## config.mk

```make
export PLATFORM = sky130hd
export DESIGN_NAME = uart_tx_fifo
export DESIGN_NICKNAME = d
export VERILOG_FILES = /design/src/rtl/uart_tx_fifo_pkg.sv /design/src/rtl/sync_fifo.sv /design/src/rtl/uart_tx_fifo.sv
export SDC_FILE = /design/constraint.sdc
export NUM_CORES = 1
export LEC_CHECK = 0
export CORE_ASPECT_RATIO = 0.9
export CORE_MARGIN = 1.5
export CORE_UTILIZATION = 50
export CTS_CLUSTER_DIAMETER = 50
export DETAILED_ROUTE_END_ITERATION = 7
export HOLD_SLACK_MARGIN = 0.08
export PLACE_DENSITY = 0.66
export SYNTH_ARGS = -nofsm -noshare
export SYNTH_HDL_FRONTEND = slang
export SYNTH_SLANG_ARGS = --single-unit
```

## constraint.sdc

```tcl
create_clock -name clk -period 7.4 [get_ports clk]
set_input_delay 1.48 -clock clk [delete_from_list [all_inputs] [get_ports clk]]
set_output_delay 1.48 -clock clk [all_outputs]
set_load 0.02 [all_outputs]
```

## src/rtl/uart_tx_fifo_pkg.sv

```systemverilog
// Shared definitions for the UART transmit FIFO: drain FSM encoding, bus region
// decode constant and the bit layout of the UART status word.
package uart_tx_fifo_pkg;

    typedef enum logic [1:0] {
        ST_IDLE      = 2'd0,
        ST_SENT      = 2'd1,
        ST_WAIT_BUSY = 2'd2,
        ST_WAIT_DONE = 2'd3
    } tx_state_t;

    localparam logic [3:0] UART_REGION = 4'h2;

    localparam int STAT_TX_READY  = 0;
    localparam int STAT_EMPTY     = 1;
    localparam int STAT_FULL      = 2;
    localparam int STAT_OVERFLOW  = 3;
    localparam int STAT_LEVEL_LSB = 8;
    localparam int STAT_LEVEL_MSB = 12;

    function automatic logic is_uart_addr(input logic [31:0] addr);
        return addr[31:28] == UART_REGION;
    endfunction

    // Assembles the word returned by a status read of the UART region.
    function automatic logic [31:0] pack_status(input logic [4:0] level,
                                                input logic       overflow,
                                                input logic       full,
                                                input logic       empty,
                                                input logic       tx_ready);
        logic [31:0] word;
        word                                = '0;
        word[STAT_LEVEL_MSB:STAT_LEVEL_LSB] = level;
        word[STAT_OVERFLOW]                 = overflow;
        word[STAT_FULL]                     = full;
        word[STAT_EMPTY]                    = empty;
        word[STAT_TX_READY]                 = tx_ready;
        return word;
    endfunction

endpackage

```

## src/rtl/sync_fifo.sv

```systemverilog
// Single-clock FIFO with a registered occupancy counter; shared by the UART
// transmit path and the future receive path.
module sync_fifo
    import uart_tx_fifo_pkg::*;
#(
    parameter int DEPTH = 16,
    parameter int WIDTH = 8
) (
    input  logic                     clk,
    input  logic                     resetn,
    input  logic                     flush,
    input  logic                     push,
    input  logic [WIDTH-1:0]         push_data,
    input  logic                     pop,
    output logic [WIDTH-1:0]         rd_data,
    output logic [$clog2(DEPTH):0]   level,
    output logic                     full,
    output logic                     empty
);

    localparam int AW = $clog2(DEPTH);
    localparam int LW = AW + 1;

    logic [WIDTH-1:0] mem [DEPTH];
    logic [AW-1:0]    wr_ptr;
    logic [AW-1:0]    rd_ptr;
    logic             do_push;
    logic             do_pop;

    // Flush wins over both ports; full/empty come from the registered level.
    assign do_push = push && !full  && !flush;
    assign do_pop  = pop  && !empty && !flush;

    assign full    = (level == LW'(DEPTH));
    assign empty   = (level == '0);
    assign rd_data = mem[rd_ptr];

    // NOTE: the storage array has no reset; level guards every read, so stale
    // contents are never observed and the array can map to plain flops or RAM.
    always_ff @(posedge clk) begin
        if (do_push) begin
            mem[wr_ptr] <= push_data;
        end
    end

    // NOTE: sequential state uses non-blocking assignments so every flop
    // samples the pre-edge values regardless of statement order.
    always_ff @(posedge clk or negedge resetn) begin
        if (!resetn) begin
            wr_ptr <= '0;
            rd_ptr <= '0;
            level  <= '0;
        end else if (flush) begin
            wr_ptr <= '0;
            rd_ptr <= '0;
            level  <= '0;
        end else begin
            if (do_push) begin
                wr_ptr <= wr_ptr + AW'(1);
            end
            if (do_pop) begin
                rd_ptr <= rd_ptr + AW'(1);
            end
            case ({do_push, do_pop})
                2'b10:   level <= level + LW'(1);
                2'b01:   level <= level - LW'(1);
                default: level <= level;
            endcase
        end
    end

endmodule

```

## src/rtl/uart_tx_fifo.sv

```systemverilog
// CPU-side byte FIFO for the UART transmitter: buffers bus writes and drains
// them one byte per completed frame through the uart sendReq/ready handshake.
module uart_tx_fifo
    import uart_tx_fifo_pkg::*;
#(
    parameter int DEPTH        = 16,
    parameter int GUARD_CYCLES = 4
) (
    input  logic                   clk,
    input  logic                   resetn,
    input  logic                   wr_en,
    input  logic [7:0]             wr_data,
    input  logic                   flush,
    output logic [$clog2(DEPTH):0] level,
    output logic                   full,
    output logic                   empty,
    output logic                   overflow,
    output logic [7:0]             tx_data,
    output logic                   tx_send,
    input  logic                   tx_ready
);

    localparam int GW = (GUARD_CYCLES > 0) ? $clog2(GUARD_CYCLES + 1) : 1;

    tx_state_t      state_q, state_d;
    logic [GW-1:0]  guard_q, guard_d;
    logic [7:0]     tx_data_q, tx_data_d;
    logic           tx_send_q, tx_send_d;
    logic [7:0]     fifo_rd_data;
    logic           pop;

    sync_fifo #(
        .DEPTH (DEPTH),
        .WIDTH (8)
    ) u_fifo (
        .clk       (clk),
        .resetn    (resetn),
        .flush     (flush),
        .push      (wr_en),
        .push_data (wr_data),
        .pop       (pop),
        .rd_data   (fifo_rd_data),
        .level     (level),
        .full      (full),
        .empty     (empty)
    );

    // A write that finds the FIFO full is dropped even if a pop frees a slot
    // in the same cycle; the flag is sticky until flush.
    always_ff @(posedge clk or negedge resetn) begin
        if (!resetn) begin
            overflow <= 1'b0;
        end else if (flush) begin
            overflow <= 1'b0;
        end else if (wr_en && full) begin
            overflow <= 1'b1;
        end
    end

    // NOTE: combinational blocks use blocking assignments and give every
    // output a default first, so no path can infer a latch.
    always_comb begin
        state_d   = state_q;
        guard_d   = guard_q;
        tx_data_d = tx_data_q;
        tx_send_d = 1'b0;
        pop       = 1'b0;

        case (state_q)
            ST_IDLE: begin
                // Waiting on tx_ready here also covers a uart still busy with
                // a frame that started before a reset.
                if (!empty && tx_ready && !flush) begin
                    pop       = 1'b1;
                    tx_data_d = fifo_rd_data;
                    tx_send_d = 1'b1;
                    state_d   = ST_SENT;
                end
            end
            ST_SENT: begin
                guard_d = GW'(GUARD_CYCLES);
                state_d = ST_WAIT_BUSY;
            end
            ST_WAIT_BUSY: begin
                // The guard stops a uart that accepts without dropping ready
                // from stalling the queue forever.
                if (!tx_ready || guard_q == '0) begin
                    state_d = ST_WAIT_DONE;
                end else begin
                    guard_d = guard_q - GW'(1);
                end
            end
            ST_WAIT_DONE: begin
                if (tx_ready) begin
                    state_d = ST_IDLE;
                end
            end
            default: begin
                state_d = ST_IDLE;
            end
        endcase
    end

    always_ff @(posedge clk or negedge resetn) begin
        if (!resetn) begin
            state_q   <= ST_IDLE;
            guard_q   <= '0;
            tx_data_q <= 8'h00;
            tx_send_q <= 1'b0;
        end else begin
            state_q   <= state_d;
            guard_q   <= guard_d;
            tx_data_q <= tx_data_d;
            tx_send_q <= tx_send_d;
        end
    end

    assign tx_data = tx_data_q;
    assign tx_send = tx_send_q;

endmodule

```

### Word level (Yosys, flattened, before mapping)

Memory sizes are Yosys's and may differ from the RTL's. A register that Yosys moved wholly into a read port is not among the register bits.
Index checks and enable logic that the tools add are counted.

* logic and storage cells: 65
* input bits: 13
* memories kept: 1
* output and inout bits: 17
* memory bits (writable): 128
* register bits: 20

Memory list
* u_fifo.mem: words 16, width 8, read ports 1, clocked after memory_dff 1, wr ports 1, RTL line sync_fifo.sv:24 `logic [WIDTH-1:0] mem [DEPTH];`

* add/subtract/negate cells: 5
* equal/unequal tests: 10
* multiplexer cells: 18
* reductions and logical operators: 24

Operator list (count)
* $mux W4: 4
* $pmux W5 S2: 1
* $add A4 B1 Y4 const B: 2
* $ne A2 B2 Y1 const B: 4
* $pmux W2 S4: 1
* $reduce_bool A2 Y1: 4
* $logic_and A1 B1 Y1: 7
* $eq A2 B2 Y1 const B: 3
* $mux W1: 6
* $mux W2: 3
* $pmux W3 S2: 1
* $add A5 B1 Y5 const B: 1
* $eq A5 B5 Y1 const B: 1
* $logic_not A1 Y1: 5
* $logic_not A5 Y1: 1
* $mux W5: 1
* $sub A5 B1 Y5 const B: 1
* $eq A2 B1 Y1 const B: 2
* $reduce_and A2 Y1: 2
* $logic_not A3 Y1: 1
* $mux W3: 1
* $reduce_and A3 Y1: 1
* $reduce_bool A3 Y1: 1
* $sub A3 B1 Y3 const B: 1
* 2 further kinds: 2

### Longest topological paths before layout

* depth after elaboration: 11
* gate-level depth with buffers: 11
* mapped depth without buffers: 11

### Hierarchy

A second synthesis with hierarchy kept.

* cell total of the unflattened synthesis: 410
* area, all modules: 6582.6 µm²

Modules (own cells, without submodules)
* sync_fifo: sequential area each 4169.0 µm², cells each 356, area each 5850.6 µm², times used 1
* uart_tx_fifo: sequential area each 375.4 µm², cells each 54, area each 732.0 µm², times used 1

### Least setup slack after synthesis

No wires, ideal clock.

* path kind: in2reg
* start point: input flush
* end point: register u_fifo.level[4]
* buffers on the path: 1
* required time: 7.274 ns
* arrival time: 3.365 ns
* setup slack: 3.909 ns
* cell stages on the path: 10
* setup time: 0.126 ns
* cell sequence: buf_2 > nand4b_1 > mux2i_1 > inv_1 > fa_1 > nand2b_1 > a21oi_1 > xnor2_1 > nor4_1 > a221o_1

* word-level cells in the longest chain between the ends: 9
* elaborated cells between the ends (all ways): 12
* those cells by class: eq/ne (2); mux (4); reduce/logical (6)

Ends and longest elaborated chain
* from (decl): RTL line uart_tx_fifo.sv:13 `input logic flush,`
* $logic_not A1 Y1: RTL line sync_fifo.sv:31, sync_fifo.sv:32, uart_tx_fifo.sv:73
* $logic_and A1 B1 Y1: RTL line uart_tx_fifo.sv:73 `if (!empty && tx_ready && !flush) begin`
* $mux W1: RTL line uart_tx_fifo.sv:73
* $mux W1: RTL line uart_tx_fifo.sv:69 `case (state_q)`
* $logic_and A1 B1 Y1 (2 in series): RTL line sync_fifo.sv:32 `assign do_pop = pop && !empty && !flush;`
* $eq A2 B1 Y1 or $eq A2 B2 Y1 (tied branches): RTL line sync_fifo.sv:64 `case ({do_push, do_pop})`
* $pmux W5 S2: RTL line sync_fifo.sv:64
* $mux W5: RTL line sync_fifo.sv:53 `end else if (flush) begin`
* to (signal assigned): RTL line sync_fifo.sv:65 `2'b10: level <= level + LW'(1);`
* to (signal assigned): RTL line sync_fifo.sv:66 `2'b01: level <= level - LW'(1);`
* to (signal assigned): RTL line sync_fifo.sv:67 `default: level <= level;`
* to (decl): RTL line sync_fifo.sv:16 `output logic [$clog2(DEPTH):0] level,`

Several ways; a longest one is shown, not always the timed one.
A chain may end at the register's enable or synchronous reset.

### Worst setup path in the final report

Same ends and word-level chain as after synthesis.

==> impl_metrics.toml <==
[outcome]
run_status = "completed"

[global_route]
first_global_vias = 3376
grt_first_pass_wirelength_mm = 19.6
grt_start_max_net_pins = 36
number_of_antenna_violations_at_the_first_check_in_global_routing = 0
grt_usage_pct = 20.4
gr-total-overflow = 0

[logic_synthesis]
synth_top_cell_by_area = "edfxtp_1"
post_synth_num_cell_types = 43
ys_ff_latch = 156
ys_warn_count = 0
synth_common_cells = "edfxtp_1 (128), mux4_2 (32), dfrtp_1 (28)"
synth.avg_cell_area_sq_um = 17.8
ys_async_sr_fraction_pct = 17.9
synth.top_cells.by_area = "edfxtp_1 (59%), mux4_2 (11%), dfrtp_1 (11%)"
synth_top_flop_cell = "edfxtp_1"
mappedNetlistArea_sq_mm = 0.00654
top_area_cell_type_share_of_the_netlist_area_pct = 58.8
synth_enable_flop_cells = 128
netlist_instances = 367
synth_most_common_cell = "edfxtp_1"
synth.net_count = 395
synth_seq_area_share_pct = 69.5

[pwr]
powerDensity_mw_per_mm2 = 308
p_leak_uw = 0.00250
fin_total_pwr_uw = 2330
worst_ir_drop_vdd_mv = 0.171

[drt]
antenna_violating_nets_left = 0
first_iter_violations = 252
drc = 0
via_count = 3271
postRouteWirelength_mm = 12.4
route.detailed.wl_per_inst_um = 21.5
first_pass_iters = 4
avgViaCountPerCell = 5.66

[placement]
detailedPlacementHpwl_mm = 7.77
placement.io_buffers = 29
gp_routability_congestion = 0.766

[timing]
min_period_over_period_pct = 55.3
timing.hold.ws_ns = 0.495
final_hold_viol_count = 0
tns_ns = 0
transition_time_at_the_pin_with_the_least_slew_margin_ns = 1.20
clock.fmax_mhz = 244
count_of_final_setup_violators = 0
report.final.slew_viol_count = 0
rsz0062_at_grt = "no"
final.setup_skew_ns = 0.00733
timing.slew.headroom_pct = 19.4
final.min_clock_period_ns = 4.10

[clock_tree]
clock_buffers_created_by_tritoncts = 17
clock_tree_from_tritoncts = "yes"
cts_repair_resize_count = 0
post_cts_hold_buffer_count = 0
cts_max_level = 4
clockRootBuffer = "clkbuf_16"
clock_sink_count = 156
worst_skew_pair.late_latency_ns = 0.42
ctsLongestPathBuffers = 2
clk_pin_slew_ns = 0.06
post-cts-setup-buffers = 0

[finish]
drive_gt1_share_pct = 19.3
syn2layout_area_growth_pct = 15.6
antenna_cells = 0
fillers = 955
finish.net_count = 429

[critical_path]
worst_path_largest_cell_delay_ns = 0.79
worst_setup_path_start_kind = "primary input"
arrival_time_of_data_at_the_critical_path_endpoint_ns = 4.40
required_ns = 7.70
critical_path.cell_chain = "clkdlybuf4s50_1 -> nand4b_1 -> mux2i_1 -> inv_1 -> fa_1 -> nand2b_1 -> a21oi_1 -> xnor2_1 -> nor4_1 -> a221o_1"
crit_fanout = 21
worstSetupPathType = "in2reg"
slowest_stage = "clkdlybuf4s50_1"
crit_end_element = "flip-flop"

[run]
timing.max_cap.violations = 0

[floorplan]
dieArea_sq_mm = 0.0138
fp-row-count = 39
start_util_pct = 51.3
boundaryPins = 30
core_ar_sq_mm = 0.0127
chipWidth_um = 124
die_h_um = 111

[hold_path]
worst_hold_path_type = "reg2reg"
[layer usage]
metal | wire length [um] | share of wire [%] | GRT usage [%]
met4 | 227 | 1.8 | 7.59
met2 | 5720 | 46 | 29.2
met1 | 5850 | 47 | 30.8
met5 | 0 | 0 | 0
met3 | 647 | 5.2 | 4.87
[cell type report]
| cell class | instances | area (sq um) | area share [%] |
|---|---|---|---|
| multi-input cells | 183 | 1850 | 24.5 |
| clock buffers | 18 | 429 | 5.68 |
| repair buffers | 31 | 305 | 4.04 |
| flip-flops and latches | 156 | 4550 | 60.2 |
| inverters | 12 | 52.6 | 0.695 |
| well taps | 164 | 205 | 2.71 |
| clock inverters | 14 | 168 | 2.22 |
[sequential cells by signal (all words and copies together) (netlist names)]
signal / count
tx_send: 1
u_fifo.mem: 128
tx_data: 8
state_q: 2
u_fifo.level: 5
u_fifo.wr_ptr: 4
u_fifo.rd_ptr: 4
guard_q: 3
overflow: 1
[cell families (layout without fill, tap and decap cells)]
logic type	count (synthesis)	after routing	share of synthesized area, %
simple gates	79	79	6.01
xor+xnor	10	10	1.34
fa+ha+maj	15	15	2.99
mux	50	50	13.8
flops	156	156	69.5
compound gates	29	29	4.19
buf+inv	28	75	2.16
[layout by cell type, fill, tap and decap left out, types with 2 or more instances in the layout]
cell | synthesis | final
xor2_1 | 6 | 6
nor3_1 | 4 | 4
mux4_2 | 32 | 32
or3_1 | 2 | 2
inv_6 | 0 | 3
ha_1 | 14 | 14
nand2_1 | 26 | 26
bufinv_16 | 0 | 3
buf_4 | 1 | 2
o31ai_1 | 5 | 5
nor2b_1 | 2 | 2
clkbuf_16 | 0 | 17
nand2b_1 | 6 | 6
clkinvlp_4 | 0 | 4
o221ai_2 | 8 | 8
edfxtp_1 | 128 | 128
o21ai_0 | 4 | 4
nand4_1 | 2 | 2
inv_1 | 11 | 11
clkdlybuf4s50_1 | 0 | 29
clkinv_1 | 0 | 2
a21oi_1 | 5 | 5
nor2_1 | 27 | 27
dfrtp_1 | 28 | 26
dfrtp_2 | 0 | 2
mux2i_1 | 17 | 17
xnor2_1 | 4 | 4
[worst paths after layout]
kind	from	end	depth (start not counted)	slack, ns
hold reg to reg	tx_data[0]	tx_data[0]	2	0.50
setup reg to reg	u_fifo.level[1]	u_fifo.level[4]	9	4.51
max in group asynchronous	resetn	u_fifo.rd_ptr[1]	2	5.63
setup / recovery	flush	u_fifo.level[4]	10	3.30
hold / removal	tx_data[0]	tx_data[0]	2	0.50
min in group asynchronous	resetn	u_fifo.level[3]	2	1.45
[worst max-delay path, delay by kind of cell]
family,cells,cell delay [ns]
XOR/XNOR,1,0.16
AO/OA/AOI/OAI,2,0.43
multiplexers,1,0.41
adder cells (fa/ha/maj),1,0.43
buffers and inverters,2,0.90
AND/OR/NAND/NOR,3,0.58
[power by group]
part	switching (uW)	internal (uW)
logic	208	188
clock network	339	530
registers	57.6	1000
[through the flow]
step                util, %  cell area, sq um  cells  setup WS, ns
finish                 59.3              7560    578          3.30
global route           59.3              7560    578          3.02
CTS                    59.3              7560    578          3.29
detailed placement     54.7              6960    546          2.84
global placement       54.7              6960    546          2.94
floorplan                 -              6540    367          3.91
Power figures use the tool's default switching activity.
